[config.mk]
export PLATFORM = sky130hd
export DESIGN_NAME = score_update_arbiter_flat
export DESIGN_NICKNAME = d
export VERILOG_FILES = /design/src/rtl/score_update_arbiter_pkg.sv /design/src/rtl/score_update_arbiter_if.sv /design/src/rtl/rr_arb4.sv /design/src/rtl/score_update_arbiter.sv /design/src/flat_wrapper.sv
export SDC_FILE = /design/constraint.sdc
export NUM_CORES = 1
export LEC_CHECK = 0
export ABC_AREA = 1
export CAP_MARGIN = 20
export CORE_AREA = 2 2 88 90
export CTS_CLUSTER_DIAMETER = 100
export CTS_CLUSTER_SIZE = 20
export DETAILED_ROUTE_END_ITERATION = 12
export DIE_AREA = 0 0 90 92
export SLEW_MARGIN = 10
export SYNTH_ARGS = -nofsm -noshare
export SYNTH_HDL_FRONTEND = slang
export SYNTH_HIERARCHICAL = 1
export SYNTH_SLANG_ARGS = --single-unit
[constraint.sdc]
create_clock -name clk -period 5 [get_ports clk]
set_input_delay 0.75 -clock clk [delete_from_list [all_inputs] [get_ports clk]]
set_output_delay 0.75 -clock clk [all_outputs]
set_load 0.05 [all_outputs]
[src/rtl/score_update_arbiter_pkg.sv]
// Shared types and constants for the score update arbiter.
// Digit geometry, FSM encoding and the digit increment rule.
package score_update_arbiter_pkg;

   localparam int DIG_W = 4;
   localparam int DIG_N = 4;
   localparam int NUM_W = DIG_W * DIG_N;

   localparam logic [NUM_W-1:0] RESET_VAL_DEF = 16'h1234;

   typedef enum logic [1:0] {
      IDLE   = 2'd0,
      LOAD   = 2'd1,
      COMMIT = 2'd2
   } state_t;

   // Returns {wrap, next_digit}; decimal mode folds 9 and A-F to 0.
   function automatic logic [DIG_W:0] inc_digit(
      input logic [DIG_W-1:0] x,
      input logic             dec
   );
      logic [DIG_W:0] r;
      if (dec) begin
         r = (x >= 4'd9) ? 5'b1_0000 : {1'b0, x + 4'd1};
      end else begin
         r = (x == 4'hF) ? 5'b1_0000 : {1'b0, x + 4'd1};
      end
      return r;
   endfunction

endpackage

[src/rtl/score_update_arbiter_if.sv]
// Button/score bus between the arbiter and its environment.
// master drives the buttons and controls, slave is the arbiter.
interface score_update_arbiter_if;
   import score_update_arbiter_pkg::*;

   logic [DIG_N-1:0] btn_db;
   logic             mode_dec;
   logic             clr;
   logic [NUM_W-1:0] num;
   logic             busy;
   logic             upd_valid;
   logic [1:0]       upd_idx;
   logic             wrap;

   modport master (
      output btn_db, mode_dec, clr,
      input  num, busy, upd_valid, upd_idx, wrap
   );

   modport slave (
      input  btn_db, mode_dec, clr,
      output num, busy, upd_valid, upd_idx, wrap
   );

endinterface

[src/rtl/rr_arb4.sv]
// Four-way round-robin selector.
// Grants the first pending bit at or above ptr, wrapping modulo 4.
module rr_arb4 (
   input  logic [3:0] pend,
   input  logic [1:0] ptr,
   output logic [1:0] gnt_idx,
   output logic       gnt_valid
);

   logic [1:0] idx;
   logic       found;

   // scan upward from ptr and keep the first hit
   always_comb begin
      gnt_idx = ptr;
      found   = 1'b0;
      idx     = ptr;
      for (int k = 0; k < 4; k++) begin
         idx = ptr + 2'(k);
         if (!found && pend[idx]) begin
            gnt_idx = idx;
            found   = 1'b1;
         end
      end
      gnt_valid = found;
   end

endmodule

[src/rtl/score_update_arbiter.sv]
// Four-digit score register updated by button presses.
// Rising buttons queue requests; a round-robin FSM commits one digit at a time.
module score_update_arbiter
   import score_update_arbiter_pkg::*;
#(
   parameter logic [NUM_W-1:0] RESET_VAL = RESET_VAL_DEF
) (
   input logic                   clk,
   input logic                   rst,
   score_update_arbiter_if.slave bus
);

   state_t           state;
   logic [DIG_N-1:0] btn_q;
   logic [DIG_N-1:0] pend;
   logic [DIG_N-1:0] rise;
   logic [DIG_N-1:0] done_mask;
   logic             armed;
   logic [1:0]       ptr;
   logic [1:0]       g;
   logic [1:0]       gnt_idx;
   logic             gnt_valid;
   logic [DIG_W-1:0] operand;
   logic [NUM_W-1:0] num_q;
   logic [DIG_W:0]   nxt;
   logic             upd_valid_q;
   logic [1:0]       upd_idx_q;
   logic             wrap_q;

   // armed masks the first edge after reset so held buttons need a new press
   assign rise      = bus.btn_db & ~btn_q & {DIG_N{armed}};
   assign done_mask = (state == COMMIT) ? (DIG_N'(1) << g) : '0;
   assign nxt       = inc_digit(operand, bus.mode_dec);

   assign bus.num       = num_q;
   assign bus.busy      = (state != IDLE);
   assign bus.upd_valid = upd_valid_q;
   assign bus.upd_idx   = upd_idx_q;
   assign bus.wrap      = wrap_q;

   rr_arb4 u_arb (
      .pend      (pend),
      .ptr       (ptr),
      .gnt_idx   (gnt_idx),
      .gnt_valid (gnt_valid)
   );

   // edge detect and pending request set; a new rise beats the commit clear
   always_ff @(posedge clk or posedge rst) begin
      if (rst) begin
         btn_q <= '0;
         armed <= 1'b0;
         pend  <= '0;
      end else begin
         btn_q <= bus.btn_db;
         armed <= 1'b1;
         if (bus.clr) begin
            pend <= '0;
         end else begin
            pend <= (pend & ~done_mask) | rise;
         end
      end
   end

   // grant, load, commit sequencer with registered update strobe
   always_ff @(posedge clk or posedge rst) begin
      if (rst) begin
         state       <= IDLE;
         g           <= '0;
         operand     <= '0;
         num_q       <= RESET_VAL;
         ptr         <= '0;
         upd_valid_q <= 1'b0;
         upd_idx_q   <= '0;
         wrap_q      <= 1'b0;
      end else begin
         upd_valid_q <= 1'b0;
         wrap_q      <= 1'b0;
         if (bus.clr) begin
            num_q <= '0;
            state <= IDLE;
         end else begin
            unique case (state)
               IDLE: begin
                  if (gnt_valid) begin
                     g     <= gnt_idx;
                     state <= LOAD;
                  end
               end
               LOAD: begin
                  operand <= num_q[{g, 2'b00} +: DIG_W];
                  state   <= COMMIT;
               end
               COMMIT: begin
                  num_q[{g, 2'b00} +: DIG_W] <= nxt[DIG_W-1:0];
                  ptr         <= g + 2'd1;
                  upd_valid_q <= 1'b1;
                  upd_idx_q   <= g;
                  wrap_q      <= nxt[DIG_W];
                  state       <= IDLE;
               end
               default: state <= IDLE;
            endcase
         end
      end
   end

endmodule

[src/flat_wrapper.sv]
// flat-port wrapper written by rule: the top's interface ports become plain ports
module score_update_arbiter_flat import score_update_arbiter_pkg::*;
#(
   parameter logic [NUM_W-1:0] RESET_VAL = RESET_VAL_DEF
)
  (clk, rst, bus_btn_db, bus_mode_dec, bus_clr, bus_num, bus_busy, bus_upd_valid, bus_upd_idx, bus_wrap);
  score_update_arbiter_if bus_i ();
  input logic clk;
  input logic rst;
  input wire logic [$bits(bus_i.btn_db)-1:0] bus_btn_db;
  input wire logic [$bits(bus_i.mode_dec)-1:0] bus_mode_dec;
  input wire logic [$bits(bus_i.clr)-1:0] bus_clr;
  output wire logic [$bits(bus_i.num)-1:0] bus_num;
  output wire logic [$bits(bus_i.busy)-1:0] bus_busy;
  output wire logic [$bits(bus_i.upd_valid)-1:0] bus_upd_valid;
  output wire logic [$bits(bus_i.upd_idx)-1:0] bus_upd_idx;
  output wire logic [$bits(bus_i.wrap)-1:0] bus_wrap;
  assign bus_i.btn_db = bus_btn_db;
  assign bus_i.mode_dec = bus_mode_dec;
  assign bus_i.clr = bus_clr;
  assign bus_num = bus_i.num;
  assign bus_busy = bus_i.busy;
  assign bus_upd_valid = bus_i.upd_valid;
  assign bus_upd_idx = bus_i.upd_idx;
  assign bus_wrap = bus_i.wrap;
  score_update_arbiter #(.RESET_VAL(RESET_VAL)) u_core (.clk(clk), .rst(rst), .bus(bus_i));
endmodule
==> out/results.ini, run 1 <==
[global_routing]
gr-total-overflow=0
grtUsageMet3_pct=3.20
grt_first_pass_wirelength_um=8090
use_met1_pct=17.3
antenna_found_initial=0
grt_busiest_layer=met2
globalRouteTotalUtil_pct=12.2
use_met2_pct=18.3
grt_max_degree=40
grt_pass1_vias=1613

[outcome]
status=complete, no violations

[cells_and_area]
fill_cells=821
layout.nets=322
multi_input_area_um2=1000
antennaDiodeCount=0
area_delta_synth_final_pct=22.5
seq_area_um2=982
utilization_pct=35.3
drive_gt1_share_pct=13.7

[cts]
numClockSinks=39
clkLatencyLatePin_ps=290
ctsResizeCount=0
post_cts_buffers=0
cts_made_buffers=5
ctsRootBufferMaster=clkbuf_8
cts_buffer_depth=2
htreeDepth=2
holdBufCountCts=0
cts_tree=yes
clkSlewWorstSetupHoldPaths_ps=70

[setup_path]
cp.required_ps=4250
cp_max_fo=3
cp_data_arrival_time_ps=1660
cp-end-kind=output pin
critical_path_class=flip-flop to output pin
startpoint_type=flip-flop

[logic_synthesis]
synth_flop_cell=dfrtp_1
syn_area_um2=2150
synth_fp_nets=290
synth_top_area_cell=dfrtp_1
synth_top_area_share_pct=39.6
synth_area_leaders=dfrtp_1 40%, nand2_1 16%, dfstp_2 6.1%
synth_area_per_cell_um2=7.84
async_reset_ff_share_pct=100
syn_inst=274
ys.warnings.count=6
ys_ff_latch=39
ys_types=32
synth_edf_count=0
seq_area_frac_synth_pct=45.7

[place]
gp_congestion=0.804
dpl.hpwl_um=3610
portBuffers=28

[die]
rows=32
start_util_pct=28.8
io_pins=29
die_area_um2=8280
die_y_um=92
die_w_um=90
core_um2=7450

[run]
drv_cap=0

[drt]
drc=0
drt_iter0_markers=123
via_per_inst=4.49
post_drt_wl_per_cell_um=11.8
ant_nets=0
via_count=1838
routed_wl_um=4820
drt_first_pass_iters=4

[power]
ir_drop_uv=177
power_density_nw_per_um2=459
p_leak_nw=1.27

[timing]
worst_clock_skew_ps=3.33
maxSlewHeadroom_pct=57.1
slew_viol_final=0
max_freq_ghz=0.415
finalHoldViolations=0
rsz0062_at_grt=no
tightest_slew_ps=643
fin_setup_tns_ps=0
setup_viol=0
fin_crit_ps=2410
finalCritPeriodShare_pct=48.2

[hold_path]
hold_class=flip-flop to flip-flop

## report_power, final
part,switching (mW),internal [mW],leakage (nW)
logic,0.353,0.178,0.723
registers,0.0850,0.362,0.495
clock network,0.105,0.126,0.0515
## sequential cells by signal, indices dropped and copies added, names as in the netlist, 2 cells and up
register / cells
u_core/bus.num: 16
u_core/bus.upd_idx: 2
u_core/state: 2
u_core/g: 2
u_core/ptr: 2
u_core/operand: 4
u_core/btn_q: 4
u_core/pend: 4
## stage by stage
stage	hold WS, ps	worst slack (ps)	power (mW)	instances	area [um2]
floorplan	406	3370	0.862	274	2150
global placement	410	2810	0.980	401	2530
detailed placement	416	2780	0.981	401	2530
CTS	427	2550	1.22	409	2630
global route	444	2490	1.31	409	2630
finish	424	2590	1.21	409	2630
## critical path, stage by stage, from the launching register on
cell and delay, ps:
dfrtp_1 420, nor2_1 100, inv_1 60, clkdlybuf4s50_1 790
## kinds of logic (layout without fill, tap and decap cells)
logic type | after synthesis | count (layout) | synth area share (%)
and+or+nand+nor | 149 | 149 | 31.7
xor gates and xnor gates | 1 | 1 | 0.408
other | 1 | 1 | 0.175
DFF | 39 | 39 | 45.7
AOI/OAI and AO/OA | 38 | 38 | 9.73
buffers and inverters | 38 | 71 | 7.57
adders and majority gates | 8 | 8 | 4.66
## routing by layer
metal | share of wire [%] | up-vias
li1 | - | 943
met2 | 44 | 44
met3 | 5.7 | 6
met1 | 49 | 845
met5 | 0 | -
met4 | 1.0 | 0
## Yosys cell counts (2+ instances only)
| library cell | instances |
|---|---|
| inv_1 | 23 |
| ha_1 | 8 |
| inv_2 | 9 |
| nand3_1 | 18 |
| o21ai_0 | 5 |
| nand3_2 | 2 |
| o21ai_1 | 16 |
| o22ai_1 | 2 |
| nor3_4 | 2 |
| dfrtp_1 | 34 |
| nand2_1 | 89 |
| nand3b_1 | 2 |
| buf_4 | 2 |
| nor2_2 | 2 |
| nand4_1 | 5 |
| nor2_1 | 18 |
| dfstp_2 | 5 |
| a21oi_1 | 9 |
| nand2_2 | 9 |
| o31ai_1 | 2 |
## cell usage in the layout, fill, tap and decap left out, types with 2 or more instances in the layout
master	instances
nand2_1	89
dfrtp_1	34
clkdlybuf4s50_1	28
inv_1	23
nor2_1	18
nand3_1	18
o21ai_1	16
inv_2	9
nand2_2	9
a21oi_1	9
ha_1	8
clkbuf_8	7
nand4_1	5
o21ai_0	5
dfstp_2	5
nor2_2	2
nor3_4	2
o31ai_1	2
nand3b_1	2
o22ai_1	2
nand3_2	2
## worst paths after layout
path	from	to	slack, ps	depth (start not counted)
setup / recovery	u_core/state[1]	bus_busy	2590	3
hold reg to reg	u_core/btn_q[1]	u_core/pend[1]	420	1
max in group asynchronous	rst	u_core/bus.num[2]	3750	3
hold / removal	u_core/btn_q[1]	u_core/pend[1]	420	1
min in group asynchronous	rst	u_core/bus.num[10]	880	3
setup reg to reg	u_core/g[0]	u_core/bus.num[12]	2830	7
## cell type report
type	instances	share of cell area [%]
Clock buffer	8	3.80
Multi-Input combinational cell	197	38.1
Tap cell	102	4.85
Sequential cell	39	37.3
Inverter	34	4.99
Timing Repair Buffer	29	10.9
No activity file was read; power rests on OpenSTA's default activity.
==> run 2, diff against run 1 <==
==> constraint.sdc (replaced) <==
create_clock -name clk -period 2.22 [get_ports clk]
set_input_delay 0.333 -clock clk [delete_from_list [all_inputs] [get_ports clk]]
set_output_delay 0.333 -clock clk [all_outputs]
set_load 0.05 [all_outputs]
==> run 2 against run 1 <==
Effect of this change: cell area is essentially flat; clock power is 100% higher; utilization about the same; non-clock buffer count rose by 2; final cell count grew 0.49%; setup slack worse by 2400 ps; combinational power increased by 140%; sequential share of layout area is essentially flat; critical endpoint unchanged; largest power group unchanged.
==> out/results.ini, run 2 (synthesis gave the netlist of run 1 again) <==
[setup_path]
r2r-end=u_core/g[1]  ; was u_core/bus.num[12]
slowest_stage=clkdlybuf4s50_1  ; unchanged
cp_max_fo=3  ; unchanged
cp-end-kind=output pin  ; unchanged
reg2reg_from=u_core/ptr[0]  ; was u_core/g[0]
rr_worst_depth=11  ; was 7
slowest_delay_ps=790  ; about the same
r2r_setup_slack_ps=440  ; was 2830 ps
cp_data_arrival_time_ps=1680  ; was 1660 ps
startpoint_type=flip-flop  ; unchanged
critical_path_class=flip-flop to output pin  ; unchanged
path_cells=nor2_1 > inv_1 > clkdlybuf4s50_1  ; unchanged
cp.required_ps=1890  ; was 4250 ps
timing.critical_path.from=u_core/state[1]  ; unchanged

[die]
die_y_um=92  ; unchanged
die_area_um2=8280  ; unchanged
core_um2=7450  ; unchanged
start_util_pct=28.8  ; unchanged
die_w_um=90  ; unchanged
io_pins=29  ; unchanged
rows=32  ; unchanged

[drt]
drt_first_pass_iters=5  ; was 4
ant_nets=0  ; unchanged
drc=0  ; unchanged
via_count=1815  ; was 1838
post_drt_wl_per_cell_um=11.8  ; about the same
drt_iter0_markers=67  ; was 123
via_per_inst=4.42  ; was 4.49
routed_wl_um=4840  ; was 4820 um

[power]
p_leak_nw=1.28  ; was 1.27 nW
p_sw_mw=1.24  ; was 0.543 mW
seq_power_share_pct=35.0  ; was 37.0%
combPwrFrac_pct=47.7  ; was 43.9%
netSwitchingFraction_pct=46.1  ; was 44.9%
power_density_nw_per_um2=1030  ; was 459 nW/um2
ir_drop_uv=386  ; was 177 uV
p_clk_share_pct=17.4  ; was 19.1%
internal-power_mw=1.45  ; was 0.666 mW

[place]
portBuffers=28  ; unchanged
place_area_um2=2550  ; was 2530 um2
gp_congestion=0.803  ; was 0.804
dpl.hpwl_um=3620  ; was 3610 um

[timing]
finalHoldViolations=0  ; unchanged
tightest_slew_ps=510  ; was 643 ps
slew_viol_final=0  ; unchanged
fin_setup_tns_ps=0  ; unchanged
max_freq_ghz=0.496
maxSlewHeadroom_pct=65.9  ; was 57.1%
worst_clock_skew_ps=7.22  ; was 3.33 ps
fin_crit_ps=2020
rsz0062_at_grt=no  ; unchanged
finalCritPeriodShare_pct=90.8
setup_viol=0  ; unchanged

[hold_path]
holdPathEnd=u_core/pend[2]  ; was u_core/pend[1]
hold_class=flip-flop to flip-flop  ; unchanged
hp-start=u_core/btn_q[2]  ; was u_core/btn_q[1]
hold_depth=1  ; unchanged

[cts]
clkSlewWorstSetupHoldPaths_ps=80  ; was 70 ps
post_cts_buffers=0  ; unchanged
holdBufCountCts=0  ; unchanged
numClockSinks=39  ; unchanged
ctsRootBufferMaster=clkbuf_8  ; unchanged
cts_buffer_depth=2  ; unchanged
cts_tree=yes  ; unchanged
ctsResizeCount=0  ; unchanged
htreeDepth=2  ; unchanged
clkLatencyLatePin_ps=300  ; was 290 ps
cts_made_buffers=5  ; unchanged

[global_routing]
antenna_found_initial=0  ; unchanged
grt_max_degree=40  ; unchanged
grt_first_pass_wirelength_um=8390  ; was 8090 um
grt_pass1_vias=1744  ; was 1613
globalRouteTotalUtil_pct=12.5  ; was 12.2%
gr-total-overflow=0  ; unchanged

[cells_and_area]
layout_common_cells=89 x nand2_1, 34 x dfrtp_1, 28 x clkdlybuf4s50_1  ; unchanged
fin_area_um2=2630  ; about the same
antennaDiodeCount=0  ; unchanged
layout_commonest_cell=nand2_1  ; unchanged
fill_cells=806  ; was 821
area_delta_synth_final_pct=22.5  ; about the same
layout.nets=324  ; was 322
drive_gt1_share_pct=14.6  ; was 13.7%
largest_reg_flops=16  ; unchanged

[outcome]
status=complete, no violations  ; unchanged

[run]
drv_cap=0  ; unchanged

## run 2: worst max path at each step
stage                              end  slack, ps  cells after the start
finish                        bus_busy        200                      3
global route                  bus_busy        140                      3
CTS                           bus_busy        170                      3
detailed placement   u_core/bus.num[6]        430                      6
global placement    u_core/bus.num[11]        440                      6
floorplan           u_core/bus.num[15]        600                      8
## run 2: through the flow
| step | setup slack [ps] | std cells | power (mW) | hold WS (ps) | utilization, % |
|---|---|---|---|---|---|
| after floorplan | 596 | 274 | 1.94 | 364 | - |
| after global placement | 438 | 403 | 2.23 | 410 | 34.2 |
| after detailed placement | 428 | 403 | 2.25 | 421 | 34.2 |
| after CTS | 172 | 411 | 2.73 | 432 | 35.3 |
| after global routing | 143 | 411 | 2.93 | 461 | 35.3 |
| final | 204 | 411 | 2.70 | 430 | 35.3 |
## run 2: power groups by stage
stage	registers, mW	clock network (mW)	logic (mW)
5_1_grt	0.968	0.511	1.45
3_5_place_dp	0.959	0	1.29
2_1_floorplan	1.03	0	0.914
4_1_cts	0.945	0.485	1.30
3_3_place_gp	0.958	0	1.28
6_report	0.944	0.468	1.29
## run 2: worst max-delay path, delay by kind of cell, from the launching register on
family | cells | cell delay (ps)
buffers and inverters | 2 | 850
DFF | 1 | 430
and+or+nand+nor | 1 | 100
## run 2: area by class of cell
cell class / count / area (um2) / share of cell area, %
sequential: 39 / 982 / 37.3
clock inverter: 3 / 15.0 / 0.571
timing repair buffer: 31 / 303 / 11.5
multi-input combinational: 197 / 1000 / 38.1
inverter: 34 / 131 / 4.99
tap: 102 / 128 / 4.85
clock buffer: 5 / 68.8 / 2.62
## run 2: routing by layer
layer  wire [um]  part of all wire (%)  global-route usage (%)  vias to the layer above
met3         178                   3.7                    2.71                        8
met5           0                     0                       0                        -
met2        2150                    44                    18.5                       38
met4          89                   1.8                    5.38                        0
met1        2430                    50                    17.6                      825
li1            -                     -                       -                      944
==> run 3, diff against run 2 <==
--- a/config.mk
+++ b/config.mk
@@ -6,7 +6,7 @@
 export NUM_CORES = 1
 export LEC_CHECK = 0
 export ABC_AREA = 1
-export CAP_MARGIN = 20
+export CAP_MARGIN = 10
 export CORE_AREA = 2 2 88 90
 export CTS_CLUSTER_DIAMETER = 100
 export CTS_CLUSTER_SIZE = 20
@@ -17,3 +17,4 @@
 export SYNTH_HDL_FRONTEND = slang
 export SYNTH_HIERARCHICAL = 1
 export SYNTH_SLANG_ARGS = --single-unit
+export TNS_END_PERCENT = 30
==> results of run 3 <==
The final DEF is identical to that of run 2; final timing and power are the same.
